--- src/rtl/video_pkg.sv ---
// Shared video-path constants and the BRAM arbiter state encoding.
package video_pkg;
    localparam int ADDR_W       = 17;
    localparam int DATA_W       = 12;
    localparam int FRAME_PIXELS = 76800;

    typedef enum logic [1:0] {
        ST_IDLE = 2'd0,
        ST_RD   = 2'd1,
        ST_WR   = 2'd2
    } arb_state_t;
endpackage

--- src/rtl/sync_fifo.sv ---
// Single-clock FIFO with occupancy count; pushes while full are ignored.
module sync_fifo #(
    parameter int W     = 29,
    parameter int DEPTH = 4
) (
    input  logic                     clk,
    input  logic                     rst,
    input  logic                     i_push,
    input  logic                     i_pop,
    input  logic [W-1:0]             i_data,
    output logic [W-1:0]             o_data,
    output logic                     o_full,
    output logic                     o_empty,
    output logic [$clog2(DEPTH):0]   o_level
);
    localparam int PTR_W = $clog2(DEPTH);
    localparam int LVL_W = PTR_W + 1;

    logic [W-1:0]     r_mem [DEPTH];
    logic [PTR_W-1:0] r_wr_ptr;
    logic [PTR_W-1:0] r_rd_ptr;
    logic [LVL_W-1:0] r_level;
    logic             w_push_ok;
    logic             w_pop_ok;

    // Full is judged on the registered level, so a same-cycle pop cannot admit a push.
    assign o_full    = (r_level == LVL_W'(DEPTH));
    assign o_empty   = (r_level == '0);
    assign w_push_ok = i_push && !o_full;
    assign w_pop_ok  = i_pop && !o_empty;
    assign o_data    = r_mem[r_rd_ptr];
    assign o_level   = r_level;

    always_ff @(posedge clk) begin
        if (w_push_ok) r_mem[r_wr_ptr] <= i_data;
    end

    always_ff @(posedge clk or negedge rst) begin
        if (!rst) begin
            r_wr_ptr <= '0;
            r_rd_ptr <= '0;
            r_level  <= '0;
        end else begin
            if (w_push_ok) r_wr_ptr <= r_wr_ptr + PTR_W'(1);
            if (w_pop_ok)  r_rd_ptr <= r_rd_ptr + PTR_W'(1);
            case ({w_push_ok, w_pop_ok})
                2'b10:   r_level <= r_level + LVL_W'(1);
                2'b01:   r_level <= r_level - LVL_W'(1);
                default: ;
            endcase
        end
    end
endmodule

--- src/rtl/bram_port_arbiter.sv ---
// Shares one single-port BRAM between a display reader (priority) and a buffered pixel writer.
//   state   | meaning
//   ST_IDLE | BRAM disabled, address/data held
//   ST_RD   | display read issued at rd_addr
//   ST_WR   | FIFO head committed to BRAM
module bram_port_arbiter #(
    parameter int ADDR_W       = video_pkg::ADDR_W,
    parameter int DATA_W       = video_pkg::DATA_W,
    parameter int FIFO_DEPTH   = 4,
    parameter int FRAME_PIXELS = video_pkg::FRAME_PIXELS
) (
    input  logic                          clk,
    input  logic                          rst,
    input  logic [ADDR_W-1:0]             wr_addr,
    input  logic [DATA_W-1:0]             wr_data,
    input  logic                          wr_en,
    output logic                          wr_ready,
    input  logic [ADDR_W-1:0]             rd_addr,
    input  logic                          rd_en,
    output logic [DATA_W-1:0]             rd_data,
    output logic                          rd_valid,
    output logic [ADDR_W-1:0]             bram_addr,
    output logic [DATA_W-1:0]             bram_din,
    output logic                          bram_we,
    output logic                          bram_en,
    input  logic [DATA_W-1:0]             bram_dout,
    output logic [$clog2(FIFO_DEPTH):0]   fifo_level,
    output logic                          ovf,
    output logic                          frame_done
);
    import video_pkg::*;

    arb_state_t                 r_state;
    arb_state_t                 w_next;
    logic                       w_full;
    logic                       w_empty;
    logic                       w_pop;
    logic [ADDR_W+DATA_W-1:0]   w_head;
    logic [ADDR_W-1:0]          w_head_addr;
    logic [DATA_W-1:0]          w_head_data;
    logic [ADDR_W-1:0]          r_bram_addr;
    logic [DATA_W-1:0]          r_bram_din;
    logic [DATA_W-1:0]          r_rd_data;
    logic                       r_rd_pend;
    logic                       r_rd_valid;
    logic                       r_frame_done;
    logic                       r_ovf;

    sync_fifo #(
        .W     (ADDR_W + DATA_W),
        .DEPTH (FIFO_DEPTH)
    ) u_wr_fifo (
        .clk     (clk),
        .rst     (rst),
        .i_push  (wr_en),
        .i_pop   (w_pop),
        .i_data  ({wr_addr, wr_data}),
        .o_data  (w_head),
        .o_full  (w_full),
        .o_empty (w_empty),
        .o_level (fifo_level)
    );

    assign w_head_addr = w_head[ADDR_W+DATA_W-1:DATA_W];
    assign w_head_data = w_head[DATA_W-1:0];

    always_comb begin
        w_next = ST_IDLE;
        if (rd_en)         w_next = ST_RD;
        else if (!w_empty) w_next = ST_WR;
    end

    assign w_pop = (w_next == ST_WR);

    always_ff @(posedge clk or negedge rst) begin
        if (!rst) r_state <= ST_IDLE;
        else      r_state <= w_next;
    end

    always_ff @(posedge clk or negedge rst) begin
        if (!rst) begin
            r_bram_addr  <= '0;
            r_bram_din   <= '0;
            r_rd_data    <= '0;
            r_rd_pend    <= 1'b0;
            r_rd_valid   <= 1'b0;
            r_frame_done <= 1'b0;
            r_ovf        <= 1'b0;
        end else begin
            case (w_next)
                ST_RD: r_bram_addr <= rd_addr;
                ST_WR: begin
                    r_bram_addr <= w_head_addr;
                    r_bram_din  <= w_head_data;
                end
                default: ;
            endcase
            r_frame_done <= (w_next == ST_WR) && (w_head_addr == ADDR_W'(FRAME_PIXELS - 1));
            // BRAM returns data one cycle after the RD cycle; capture it one cycle later.
            r_rd_pend  <= (r_state == ST_RD);
            r_rd_valid <= r_rd_pend;
            if (r_rd_pend) r_rd_data <= bram_dout;
            if (wr_en && w_full) r_ovf <= 1'b1;
        end
    end

    assign bram_en    = (r_state != ST_IDLE);
    assign bram_we    = (r_state == ST_WR);
    assign bram_addr  = r_bram_addr;
    assign bram_din   = r_bram_din;
    assign rd_data    = r_rd_data;
    assign rd_valid   = r_rd_valid;
    assign wr_ready   = !w_full;
    assign ovf        = r_ovf;
    assign frame_done = r_frame_done;
endmodule

--- config.mk ---
export PLATFORM = sky130hd
export DESIGN_NAME = bram_port_arbiter
export DESIGN_NICKNAME = d
export VERILOG_FILES = /design/src/rtl/video_pkg.sv /design/src/rtl/sync_fifo.sv /design/src/rtl/bram_port_arbiter.sv
export SDC_FILE = /design/constraint.sdc
export NUM_CORES = 1
export LEC_CHECK = 0
export ABC_AREA = 1
export CAP_MARGIN = 20
export CORE_UTILIZATION = 25
export DETAILED_ROUTE_END_ITERATION = 16
export SLEW_MARGIN = 15
export SYNTH_ARGS = -nofsm -noshare
export SYNTH_HDL_FRONTEND = slang
export SYNTH_SLANG_ARGS = --single-unit
--- constraint.sdc ---
create_clock -name clk -period 3.1 [get_ports clk]
set_clock_uncertainty 0.05 [all_clocks]
set_input_delay 0.465 -clock clk [delete_from_list [all_inputs] [get_ports clk]]
set_output_delay 0.465 -clock clk [all_outputs]
set_load 0.05 [all_outputs]
==> flow_summary.ini <==
[outcome]
status = completed

[job]
drv_cap = 0

[synth]
synth_cells = 587
seq_area_frac_synth_pct = 70.8
synth_cell_types = 28
synth_nets = 655
synth_area_mm2 = 0.00683
synthTopCellsByArea = edfxtp_1, dfrtp_1, nand2_1
synth_top_area_share_pct = 51.0
synth-seq-cells = 170
ys_warn_count = 0
yosysTopAreaCell = edfxtp_1
synth_area_per_cell_um2 = 11.6

[power]
p_leak_nw = 3.47
peakVddDrop_uv = 419
p_per_area_mw_per_mm2 = 1000

[sta]
finalSetupTns_ns = 0
period_minus_slack_ns = 2.50
finalCritPeriodShare_pct = 80.8
rsz0062_at_grt = false
fmax_mhz = 399
final_hold_viol_count = 0
maxSlewViolCount = 0
relSlewSlack_pct = 42.9
final-setup-viol-count = 0
tightest_slew_ns = 0.857
whs_ns = 0.0965

[grt]
grt_max_degree = 61
grt_first_pass_wirelength_um = 24700
grt_overflow_total = 0
track_usage_pct = 11.8
grt_pass1_vias = 4405
antenna_found_initial = 5

[worst_hold_path]
worstHoldPathType = primary input to async pin

[floorplan]
initial_core_util_pct = 25.4
fp.dieW_um = 167
dieArea_mm2 = 0.0280
core-area_mm2 = 0.0269
ios = 112
rows = 60
die_h_um = 167

[clocking]
cts.htree.levels = 4
clock-sinks = 170
insertion_delay_ns = 0.43
clkTransAtPathRegs_ns = 0.06
post_cts_buffers = 0
cts_inserted_buffers = 17
holdBufCountCts = 0
clockRootBuffer = clkbuf_16
cts_tree = done
clockBufferDepth = 2
cts_resized = 0

[critical_path]
critical_path.max_fanout = 4
critPathRequiredTime_ns = 2.58
cp-start-kind = register
rr_startpoint = u_wr_fifo.o_level[1]
cp.arrival_ns = 1.99
worstSetupStartpoint = u_wr_fifo.o_level[1]
end_kind = output pin
worstSetupPathType = register to output pin

[place]
port_buffers = 111
hpwl_um = 9990
place.gp.congestion = 0.756

[route]
viasPerCell = 4.16
drtAntennaViolNets = 0
drc = 0
vias = 4391
drt_wl_total_um = 15700
drtIter0Drc = 250
drtPass1Iterations = 7
post_drt_wl_per_cell_um = 14.8

[layout]
final_layout_size_suffix_gt1_share_pct = 8.96
nets = 769
utilization_pct = 33.1
syn2layout_area_growth_pct = 30.0
[synth_stat cells (all sizes together)]
cell      n
a21oi     3
a22oi     3
a31o      1
a31oi    13
buf      23
clkbuf    4
dfrtp    54
edfxtp  116
fa        1
ha        5
inv      59
mux2     12
nand2   124
nand3    36
nor2     85
o211ai    7
o21ai    34
o22ai     1
or2       2
xnor2     1
xor2      3
[per-layer routing]
| layer | wire length (um) | vias up | GRT usage (%) |
|---|---|---|---|
| li1 | - | 2181 | - |
| met1 | 6950 | 2080 | 14.4 |
| met2 | 7470 | 104 | 18.9 |
| met3 | 997 | 18 | 4.56 |
| met4 | 181 | 8 | 4.11 |
| met5 | 61 | - | 0 |
[registers in the layout, indices dropped and copies added, names as in the netlist]
name and cells:
u_wr_fifo.r_wr_ptr 2, bram_din 12, rd_valid 1, u_wr_fifo.r_rd_ptr 2, rd_data 12, r_state 2
u_wr_fifo.o_level 3, bram_addr 17, u_wr_fifo.r_mem 116, r_rd_pend 1, frame_done 1, ovf 1
[per-stage QoR]
step	total power, mW	worst slack [ns]	area [um2]	instances
2_1_floorplan	5.73	-0.0919	6830	587
3_3_place_gp	6.84	0.679	8290	1023
3_5_place_dp	6.88	0.665	8290	1023
4_1_cts	9.03	0.558	8880	1055
5_1_grt	9.43	0.485	8880	1055
6_report	8.90	0.597	8880	1056
[cell families after synthesis]
kind of cell               share of synthesized area [%]
buffers and inverters                               5.93
AOI/OAI and AO/OA                                   5.27
DFF                                                 70.8
and+or+nand+nor                                     14.3
muxes                                               1.98
adders and majority gates                           1.21
xor gates and xnor gates                           0.513
[final cells by class]
class,instances,area [um2]
antenna,1,2.50
clock buffer,21,460
clock inverter,11,135
fill,2652,18000
inverter,59,224
multi-input combinational,331,1610
sequential,170,4840
tap,341,427
timing repair buffer,122,1190
[cell usage in the layout, fill, tap and decap left out]
cell type / n
o211ai_1: 7
clkinv_4: 2
inv_6: 3
nand3_1: 36
xor2_1: 3
inv_4: 1
a31oi_1: 13
buf_4: 11
xnor2_1: 1
edfxtp_1: 116
inv_8: 1
a21oi_4: 1
inv_2: 1
ha_1: 5
nor2_1: 80
fa_1: 1
o22ai_1: 1
nand2_1: 124
a22oi_1: 3
a31o_2: 1
inv_1: 57
o21ai_0: 34
a21oi_1: 2
buf_2: 1
bufinv_16: 2
clkbuf_1: 2
dfrtp_1: 53
clkbuf_8: 2
clkinv_2: 1
or2_0: 2
diode_2: 1
nor2_2: 5
clkbuf_16: 17
clkinvlp_4: 2
mux2_2: 12
dfrtp_2: 1
clkdlybuf4s50_1: 110
[worst paths after layout]
path                                         to  slack [ns]  cells after the start
min reg2reg                           r_rd_pend        0.37                      1
min                                  rd_data[9]         0.1                      1
min in group clk                      r_rd_pend        0.37                      1
max reg2reg                u_wr_fifo.o_level[2]        0.77                      9
max                                    wr_ready        0.60                      3
max in group asynchronous          bram_addr[5]        2.19                      2
[worst max-delay path, cell delays in order (launching register included)]
cell and delay (ns):
dfrtp_1 0.41, nor2_2 0.28, nand2_1 0.12, clkdlybuf4s50_1 0.74
[power breakdown]
part	internal [mW]	total, mW	switching [mW]
combinational	1.07	3.44	2.37
clock	1.24	2.11	0.867
sequential	3.05	3.35	0.300
Power figures use the tool's default switching activity.
==> patch, RTL diff (same settings) <==
Re-encode `arb_state_t` (3 states) as one-hot, 3 bits wide.
--- a/src/rtl/video_pkg.sv
+++ b/src/rtl/video_pkg.sv
@@ -4,10 +4,10 @@
     localparam int DATA_W       = 12;
     localparam int FRAME_PIXELS = 76800;
 
-    typedef enum logic [1:0] {
-        ST_IDLE = 2'd0,
-        ST_RD   = 2'd1,
-        ST_WR   = 2'd2
+    typedef enum logic [2:0] {
+        ST_IDLE = 3'b001,
+        ST_RD   = 3'b010,
+        ST_WR   = 3'b100
     } arb_state_t;
 endpackage
 
Function: same outputs for any inputs over 4 cycles, from zero or initial values and one cycle with rst low; so few cycles prove little.
==> patch against the unedited design <==
- total power is 1.8% higher
- synthesized area is 0.16% lower
- setup slack gained 0.085 ns
- sequential power barely moved
- sequential cell count is 1 higher
- final area grew 0.20%
- routed wire length fell by 2.4%
- first-iteration DRC count increased by 62%
==> patch: results (changes against the unedited design) <==
The worst stage delay on the critical path came out at 0.86 ns (was 0.74 ns). The data arrival time of the critical path came to 1.90 ns (was 1.99 ns). Top cells by instance count after synthesis: 124 x nand2_1, 116 x edfxtp_1, 87 x nor2_1 (was 124 x nand2_1, 116 x edfxtp_1, 84 x nor2_1).

The share of post-route cells with drive strength above 1 came to 9.078% (was 8.964%). The placed wire-length estimate came out at 9.718 mm (was 9.985 mm). The register area share after synthesis came out at 71.26% (was 70.76%).

The maximum fanout along the worst path came out at 2 (was 4). The first-pass detailed-route iteration total is 5 (was 7). The clock latency on the worst-skew pair is about 0.42 ns.

The worst hold slack came out at 0.3799 ns (was 0.09648 ns). The average via count per standard cell came out at 4.146 (was 4.158). The total track usage came out at 11.44% (was 11.78%). The layout net count is 771 (was 769). Largest cells by area after synthesis: edfxtp_1 51%, dfrtp_1 20%, nand2_1 6.8%, nor2_1 4.8%, inv_1 2.8% (was edfxtp_1 51%, dfrtp_1 20%, nand2_1 6.8%, nor2_1 4.6%, inv_1 3.1%). The starting DRC count in detailed routing is 406 (was 250). The type of the worst min-delay path was flop to flop (was input port to async pin). The worst IR drop on VDD is 511.3 uV (was 419.3 uV).

The register-to-register path setup slack came out at 0.83 ns (was 0.77 ns). The post-synthesis cell count came to 588 (was 587). The H-tree depth is 4 (unchanged). The share of synthesized flip-flops with an asynchronous set or reset came out at 32.16% (was 31.76%).

The placement-stage cell area is 8299 um2 (was 8285 um2). The share of the clock period used by the worst path is 78.00% (was 80.75%). The residual overflow from global routing is 0 (unchanged). The count of input and output buffers was 111 (unchanged). The non-filler instance count after layout is 1,058 (was 1,056). Result of the run: complete, no violations (unchanged). The number of cells after detailed placement came out at 1,024 (was 1,023). The maximum clock insertion buffer count is 2 (unchanged). The count of fill cells added during filler insertion came out at 2,662 (was 2,652). The net load switching power came out at 3.645 mW (was 3.534 mW). The headroom to the max-slew limit is 57.80% (was 42.88%). The number of enable-type register cells in the synthesized netlist is 116 (unchanged). The global-route wire length before repair is 24.16 mm (was 24.74 mm). The net count after synthesis came out at 656 (was 655). The static leakage is 3.461 nW (was 3.475 nW). The minimum setup slack after placement is 0.6490 ns (was 0.6654 ns). The routed length per instance came out at 14.45 um (was 14.83 um).

The via count of the first global-routing pass is 4,363 (was 4,405). The final RePlAce weighted congestion is 0.7174 (was 0.7559).
-- patch: changes by cell type after synthesis, sizes merged, moves of 2 or more --
| cell | change |
|---|---|
| nor2 | +2 |
| o21ai | +5 |
| nor3 | +2 |
| a21oi | +2 |
| buf | -2 |
| o211ai | -2 |
| inv | -5 |
-- patch: worst reg2reg max path, stage by stage (launching register included) --
cell and delay, ns:
dfrtp_1 0.41, nor2_1 0.24, nand2_1 0.10, nand2_1 0.29, ha_1 0.21, inv_1 0.07
fa_1 0.39, a21oi_1 0.14, o21ai_0 0.11, xor2_1 0.15
-- patch: what timing repair did --
item,CTS,global route
resized for setup,0,0
endpoints found under the hold margin,11,0
hold buffers,1,0
-- patch: kinds of logic after synthesis --
logic type                 count (synthesis)  synth area share (%)
AOI/OAI and AO/OA                         64                 5.227
xor gates and xnor gates                   4                0.5137
adders and majority gates                  6                 1.211
buffers and inverters                     81                 5.319
DFF                                      171                 71.26
muxes                                     12                 1.981
and+or+nand+nor                          250                 14.49
-- patch: layer usage --
| layer | vias up | GRT usage, % | wire length, um |
|---|---|---|---|
| li1 | 2194 | - | - |
| met1 | 2055 | 14.40 | 7051 |
| met2 | 115 | 17.56 | 6785 |
| met3 | 14 | 5.034 | 1251 |
| met4 | 8 | 3.710 | 141 |
| met5 | - | 0 | 56 |
-- patch: area by class of cell --
| cell class | instances | area (um2) | area share [%] |
|---|---|---|---|
| tap | 341 | 426.7 | 4.793 |
| clock inverter | 15 | 163.9 | 1.841 |
| inverter | 55 | 209.0 | 2.347 |
| antenna | 1 | 2.502 | 0.02811 |
| sequential | 171 | 4862 | 54.62 |
| clock buffer | 17 | 425.4 | 4.779 |
| multi-input combinational | 336 | 1608 | 18.06 |
| timing repair buffer | 122 | 1204 | 13.52 |
-- patch: path summary, 6_finish.rpt --
path / startpoint / endpoint / cells after the start
setup / recovery: r_state[1] / bram_we / 2
hold / removal: r_state[2] / r_rd_pend / 1
setup reg to reg: u_wr_fifo.o_level[1] / u_wr_fifo.o_level[2] / 9
hold reg to reg: r_state[2] / r_rd_pend / 1
max in group asynchronous: rst / r_state[0] / 3
min in group asynchronous: rst / bram_din[10] / 3
-- patch: power by group through the flow --
stage,clock (mW),combinational (mW),sequential (mW)
3_3_place_gp,0,3.62,3.38
2_1_floorplan,0,1.54,4.30
4_1_cts,2.16,3.67,3.35
6_report,2.11,3.61,3.34
3_5_place_dp,0,3.66,3.39
5_1_grt,2.25,3.93,3.41
